File: src/rtl/audio_sync_sched.sv
`default_nettype none
// ============================================================================
// Module   : audio_sync_sched
// Purpose  : Round-robin scheduler sharing one audio sample path between NSRC
//            sources. Each published word is held for at least HOLD cycles
//            so the downstream synchroniser sees a stable value.
// Ports    : clk, rst        - clock, synchronous active-high reset
//            src_en          - per-source enable mask
//            src_valid       - per-source sample pending
//            src_data        - packed samples, source i at [i*AUDIO_DW +: AUDIO_DW]
//            src_ready       - registered one-hot grant (one cycle, LOAD)
//            dout, dout_chan - published sample and its source index
//            dout_stb        - one-cycle pulse when dout/dout_chan change
//            busy            - high whenever the scheduler is not idle
// Revision : 1.0 - initial release
// ============================================================================
module audio_sync_sched #(
  parameter int AUDIO_DW = 16,
  parameter int NSRC     = 4,
  parameter int HOLD     = 8
) (
  input  logic                     clk,
  input  logic                     rst,
  input  logic [NSRC-1:0]          src_en,
  input  logic [NSRC-1:0]          src_valid,
  input  logic [NSRC*AUDIO_DW-1:0] src_data,
  output logic [NSRC-1:0]          src_ready,
  output logic [AUDIO_DW-1:0]      dout,
  output logic [$clog2(NSRC)-1:0]  dout_chan,
  output logic                     dout_stb,
  output logic                     busy
);

  localparam int IW = $clog2(NSRC);
  localparam int CW = $clog2(HOLD);

  typedef enum logic [1:0] {
    S_IDLE = 2'd0,
    S_LOAD = 2'd1,
    S_HOLD = 2'd2
  } state_t;

  state_t        state, state_n;
  logic [IW-1:0] g;
  logic [IW-1:0] ptr;
  logic [CW-1:0] cnt;

  logic [NSRC-1:0]     eligible;
  logic [IW-1:0]       pick;
  logic                any_elig;
  logic                xfer;
  logic [AUDIO_DW-1:0] src_word [NSRC];

  // Index p+k wrapped into 0..NSRC-1 (NSRC need not be a power of two).
  function automatic logic [IW-1:0] rot_idx(input logic [IW-1:0] p, input int k);
    int s;
    s = int'(p) + k;
    if (s >= NSRC) s = s - NSRC;
    return IW'(s);
  endfunction

  generate
    for (genvar i = 0; i < NSRC; i++) begin : g_unpack
      assign src_word[i] = src_data[i*AUDIO_DW +: AUDIO_DW];
    end
  endgenerate

  assign eligible = src_valid & src_en;
  assign xfer     = src_valid[g];
  assign busy     = (state != S_IDLE);

  // Search from ptr upward; iterating downward lets the lowest offset win.
  always_comb begin
    pick     = ptr;
    any_elig = 1'b0;
    for (int k = NSRC-1; k >= 0; k--) begin
      if (eligible[rot_idx(ptr, k)]) begin
        pick     = rot_idx(ptr, k);
        any_elig = 1'b1;
      end
    end
  end

  always_comb begin
    state_n = state;
    case (state)
      S_IDLE:  if (any_elig) state_n = S_LOAD;
      S_LOAD:  state_n = xfer ? S_HOLD : S_IDLE;
      S_HOLD:  if (cnt == '0) state_n = S_IDLE;
      default: state_n = S_IDLE;
    endcase
  end

  always_ff @(posedge clk) begin
    if (rst) state <= S_IDLE;
    else     state <= state_n;
  end

  always_ff @(posedge clk) begin
    if (rst) begin
      src_ready <= '0;
      dout      <= '0;
      dout_chan <= '0;
      dout_stb  <= 1'b0;
      g         <= '0;
      ptr       <= '0;
      cnt       <= '0;
    end else begin
      src_ready <= '0;
      dout_stb  <= 1'b0;
      case (state)
        S_IDLE: begin
          if (any_elig) begin
            g         <= pick;
            src_ready <= NSRC'(1) << pick;
          end
        end
        S_LOAD: begin
          // A dropped valid simply abandons the slot; ptr stays put.
          if (xfer) begin
            dout      <= src_word[g];
            dout_chan <= g;
            dout_stb  <= 1'b1;
            ptr       <= rot_idx(g, 1);
            cnt       <= CW'(HOLD-1);
          end
        end
        S_HOLD: begin
          if (cnt != '0) cnt <= cnt - 1'b1;
        end
        default: ;
      endcase
    end
  end

endmodule
`default_nettype wire

File: config.mk
export PLATFORM = sky130hd
export DESIGN_NAME = audio_sync_sched
export DESIGN_NICKNAME = d
export VERILOG_FILES = /design/src/rtl/audio_sync_sched.sv
export SDC_FILE = /design/constraint.sdc
export NUM_CORES = 1
export LEC_CHECK = 0
export ABC_AREA = 1
export BUFFER_PORTS_ARGS = -buffer_cell sky130_fd_sc_hd__clkbuf_2
export CAP_MARGIN = 20
export CORE_ASPECT_RATIO = 1.2
export CORE_MARGIN = 2
export CORE_UTILIZATION = 49
export CTS_BUF_LIST = sky130_fd_sc_hd__clkbuf_16
export DETAILED_ROUTE_END_ITERATION = 10
export PLACE_DENSITY = 0.92
export REMOVE_ABC_BUFFERS = 1
export SLEW_MARGIN = 30
export SYNTH_ARGS = -nofsm -noshare
export SYNTH_HDL_FRONTEND = slang
export SYNTH_SLANG_ARGS = --single-unit
File: constraint.sdc
create_clock -name clk -period 2 [get_ports clk]
set_input_delay 0.3 -clock clk [delete_from_list [all_inputs] [get_ports clk]]
set_output_delay 0.3 -clock clk [all_outputs]
set_load 0.02 [all_outputs]
==> flow_summary.yaml <==
setup_path:
  worst_setup_path_end_kind: "flip-flop"
  cp_slowest_stage_delay_ns: 0.44
  worst_setup_path_start_kind: "flip-flop"
  setup.worst_path.class: "reg2reg"
  worstPathCellList: "inv_4, o21ai_1, o21ai_2, nand2_4, clkinv_2, o21ai_1, a21oi_1"
  crit_path_max_fanout: 26
  cpMostUsedCell: "o21ai_1"
  crit_path_top_delay_cell: "dfxtp_1"
  cp.required_ns: 2.16
  critPathArrivalTime_ns: 1.94
timing:
  min_period_ns: 1.778
  hold_ws_ns: 0.3623
  fin_ws_ns: 0.2221
  drv_slew: 0
  fin_skew_ns: 0.004889
  tightest_slew_ns: 0.4677
  min_period_over_period: 0.8890
  setup_tns_ns: 0
  maxSlewHeadroom: 0.6878
  hold_viol_final: 0
  max_freq_mhz: 562.4
  setup_violations: 0
  rsz0062_at_grt: "false"
global_route:
  grt_usage: 0.2624
  grt_first_pass_wirelength_um: 8763
  gr-total-overflow: 0
  use_met2: 0.4671
  grt_max_degree: 29
  use_met3: 0.06952
  grt_pass1_vias: 2184
  use_met1: 0.2790
  busiest_layer: "met2"
  antenna_found_initial: 0
cts:
  cts_tree: "done"
  ctsHoldBuffers: 0
  clockBufferDepth: 2
  cts.sinks: 32
  root_buffer: "clkbuf_16"
  insertion_delay_ns: 0.28
  cts_made_buffers: 5
  cts_setup_buffers: 0
  cts_resized: 0
  clkTransAtPathRegs_ns: 0.06
  cts_htree_levels: 2
synth:
  ys_ff_latch: 32
  synth.area.mux_share: 0
  synth_simple_gate_area_frac: 0.2915
  syn_avg_cell_area_um2: 6.566
  syn_inst: 287
  syn_area_um2: 1884
  synth_top_family_by_area: "simple AND/OR/NAND/NOR gates"
  synthAdderAreaFrac: 0.01328
  synth_xor_area_frac: 0.01394
  yosys_warnings: 0
  synth_compound_area_frac: 0.2384
  synth_cell_type_count: 30
  ys_seq_area_frac: 0.3400
place:
  port_buffers: 97
  pre_cts_ws_ns: 0.3130
  post-dp-hpwl_um: 3927
  placed_area_um2: 2359
  routabilityCongestion: 0.8525
final_layout:
  mostFrequentLayoutCells: "clkbuf_2 (97), nand2_1 (66), nor2_1 (39), o21ai_0 (36), dfxtp_1 (32)"
  final_common_cell: "clkbuf_2"
  nNetsFinal: 453
  antennaDiodeCount: 0
  fin_area_um2: 2526
  syn_to_final_growth_pct: 34.06
  drive_gt1_frac: 0.3386
  fill_cells: 338
pwr:
  seq_power_share: 0.315
  ir_worst_vdd_uv: 509.1
  switching_share: 0.3428
  p_leak_nw: 1.235
  p_clk_frac: 0.355
  intPower_w: 0.001592
  power_density_nw_per_um2: 958.7
  power_frac_comb: 0.330
  p_sw_w: 0.0008301
run:
  max-cap-violations: 0
routing:
  totalWireLength_um: 5300
  via_count: 2235
  drt_iter0_drc: 104
  avgRoutedWirePerCell_um: 12.33
  firstDrtPassIters: 4
  ant_nets: 0
  avgViaCountPerCell: 5.198
  drc: 0
floorplanning:
  die_w_um: 60.61
  num_rows: 24
  pin_count: 98
  die_y_um: 71.93
  dieArea_um2: 4360
  core_area_um2: 3664
  initial_core_util: 0.5143
min_path:
  hold_path.class: "in2reg"
outcome:
  status: "finished clean"
cell usage after synthesis:
cell	instances	area, µm²
and2_4	1	8.760
nand3_1	12	60.06
buf_1	3	11.26
nand4_1	1	6.260
o22ai_1	16	100.1
buf_6	3	33.78
xor2_1	2	17.52
xnor2_1	1	8.760
dfxtp_1	32	640.6
o21ai_1	3	15.01
nand2_4	2	22.52
nand2_2	3	18.77
inv_1	14	52.55
o21ai_0	36	180.2
a31oi_1	1	6.260
inv_2	1	3.750
clkbuf_1	5	18.77
nor2_2	3	18.77
a21oi_1	23	115.1
clkinv_2	1	5.000
ha_1	2	25.02
nand3_2	2	20.02
nor2_1	39	146.4
o21ai_2	2	17.52
buf_4	4	30.03
inv_4	3	18.77
nand2_1	66	247.7
o31ai_1	1	7.510
buf_2	4	20.02
o211ai_1	1	7.510
kinds of logic after synthesis:
family,Yosys count
XOR/XNOR,3
flip-flops,32
buffers and inverters,38
adder cells (fa/ha/maj),2
AO/OA/AOI/OAI,83
AND/OR/NAND/NOR,129
flip-flops by register name (all words and copies together), names as in the netlist:
| register | flops |
|---|---|
| state | 2 |
| g | 2 |
| dout_chan | 2 |
| cnt | 3 |
| dout_stb | 1 |
| src_ready | 4 |
| dout | 16 |
| ptr | 2 |
critical path: cells and delay by family, from the launching register on:
| kind | cells | cell delay, ns |
|---|---|---|
| AOI/OAI and AO/OA | 4 | 0.56 |
| buffers and inverters | 2 | 0.40 |
| DFF | 1 | 0.44 |
| and+or+nand+nor | 1 | 0.23 |
metal layers:
metal	vias to the layer above	routed length [µm]
li1	1124	-
met1	1015	2125
met2	81	2712
met3	15	320
met4	0	142
met5	-	0
stage by stage:
stage | utilization | total power (W) | std cells
floorplan | - | 0.001294 | 268
global placement | 0.6438 | 0.001537 | 422
detailed placement | 0.6438 | 0.001566 | 422
CTS | 0.6895 | 0.002431 | 430
global route | 0.6895 | 0.002571 | 430
finish | 0.6895 | 0.002422 | 430
power by group through the flow:
| stage | logic [W] | clock network, W | registers (W) |
|---|---|---|---|
| 2_1_floorplan | 0.000440 | 0 | 0.000854 |
| 3_3_place_gp | 0.000765 | 0 | 0.000772 |
| 3_5_place_dp | 0.000792 | 0 | 0.000774 |
| 4_1_cts | 0.000799 | 0.000871 | 0.000762 |
| 5_1_grt | 0.000899 | 0.000899 | 0.000774 |
| 6_report | 0.000799 | 0.000860 | 0.000763 |
path summary, 6_finish.rpt:
| kind | endpoint | cells after the start | startpoint | slack [ns] |
|---|---|---|---|---|
| setup / recovery | dout_chan[0] | 7 | g[0] | 0.22 |
| hold reg to reg | dout[1] | 2 | dout[1] | 0.46 |
| hold / removal | dout[7] | 2 | rst | 0.36 |
| setup reg to reg | dout_chan[0] | 7 | g[0] | 0.22 |
layout make-up:
class | instances | area (µm²) | area share
Sequential cell | 32 | 640.6 | 0.2536
Clock buffer | 5 | 125.1 | 0.04953
Inverter | 19 | 80.08 | 0.03170
Multi-Input combinational cell | 217 | 1050 | 0.4156
Tap cell | 52 | 65.06 | 0.02576
Timing Repair Buffer | 102 | 523.0 | 0.2070
Clock inverter | 3 | 42.54 | 0.01684
No activity file was read; power rests on OpenSTA's default activity.
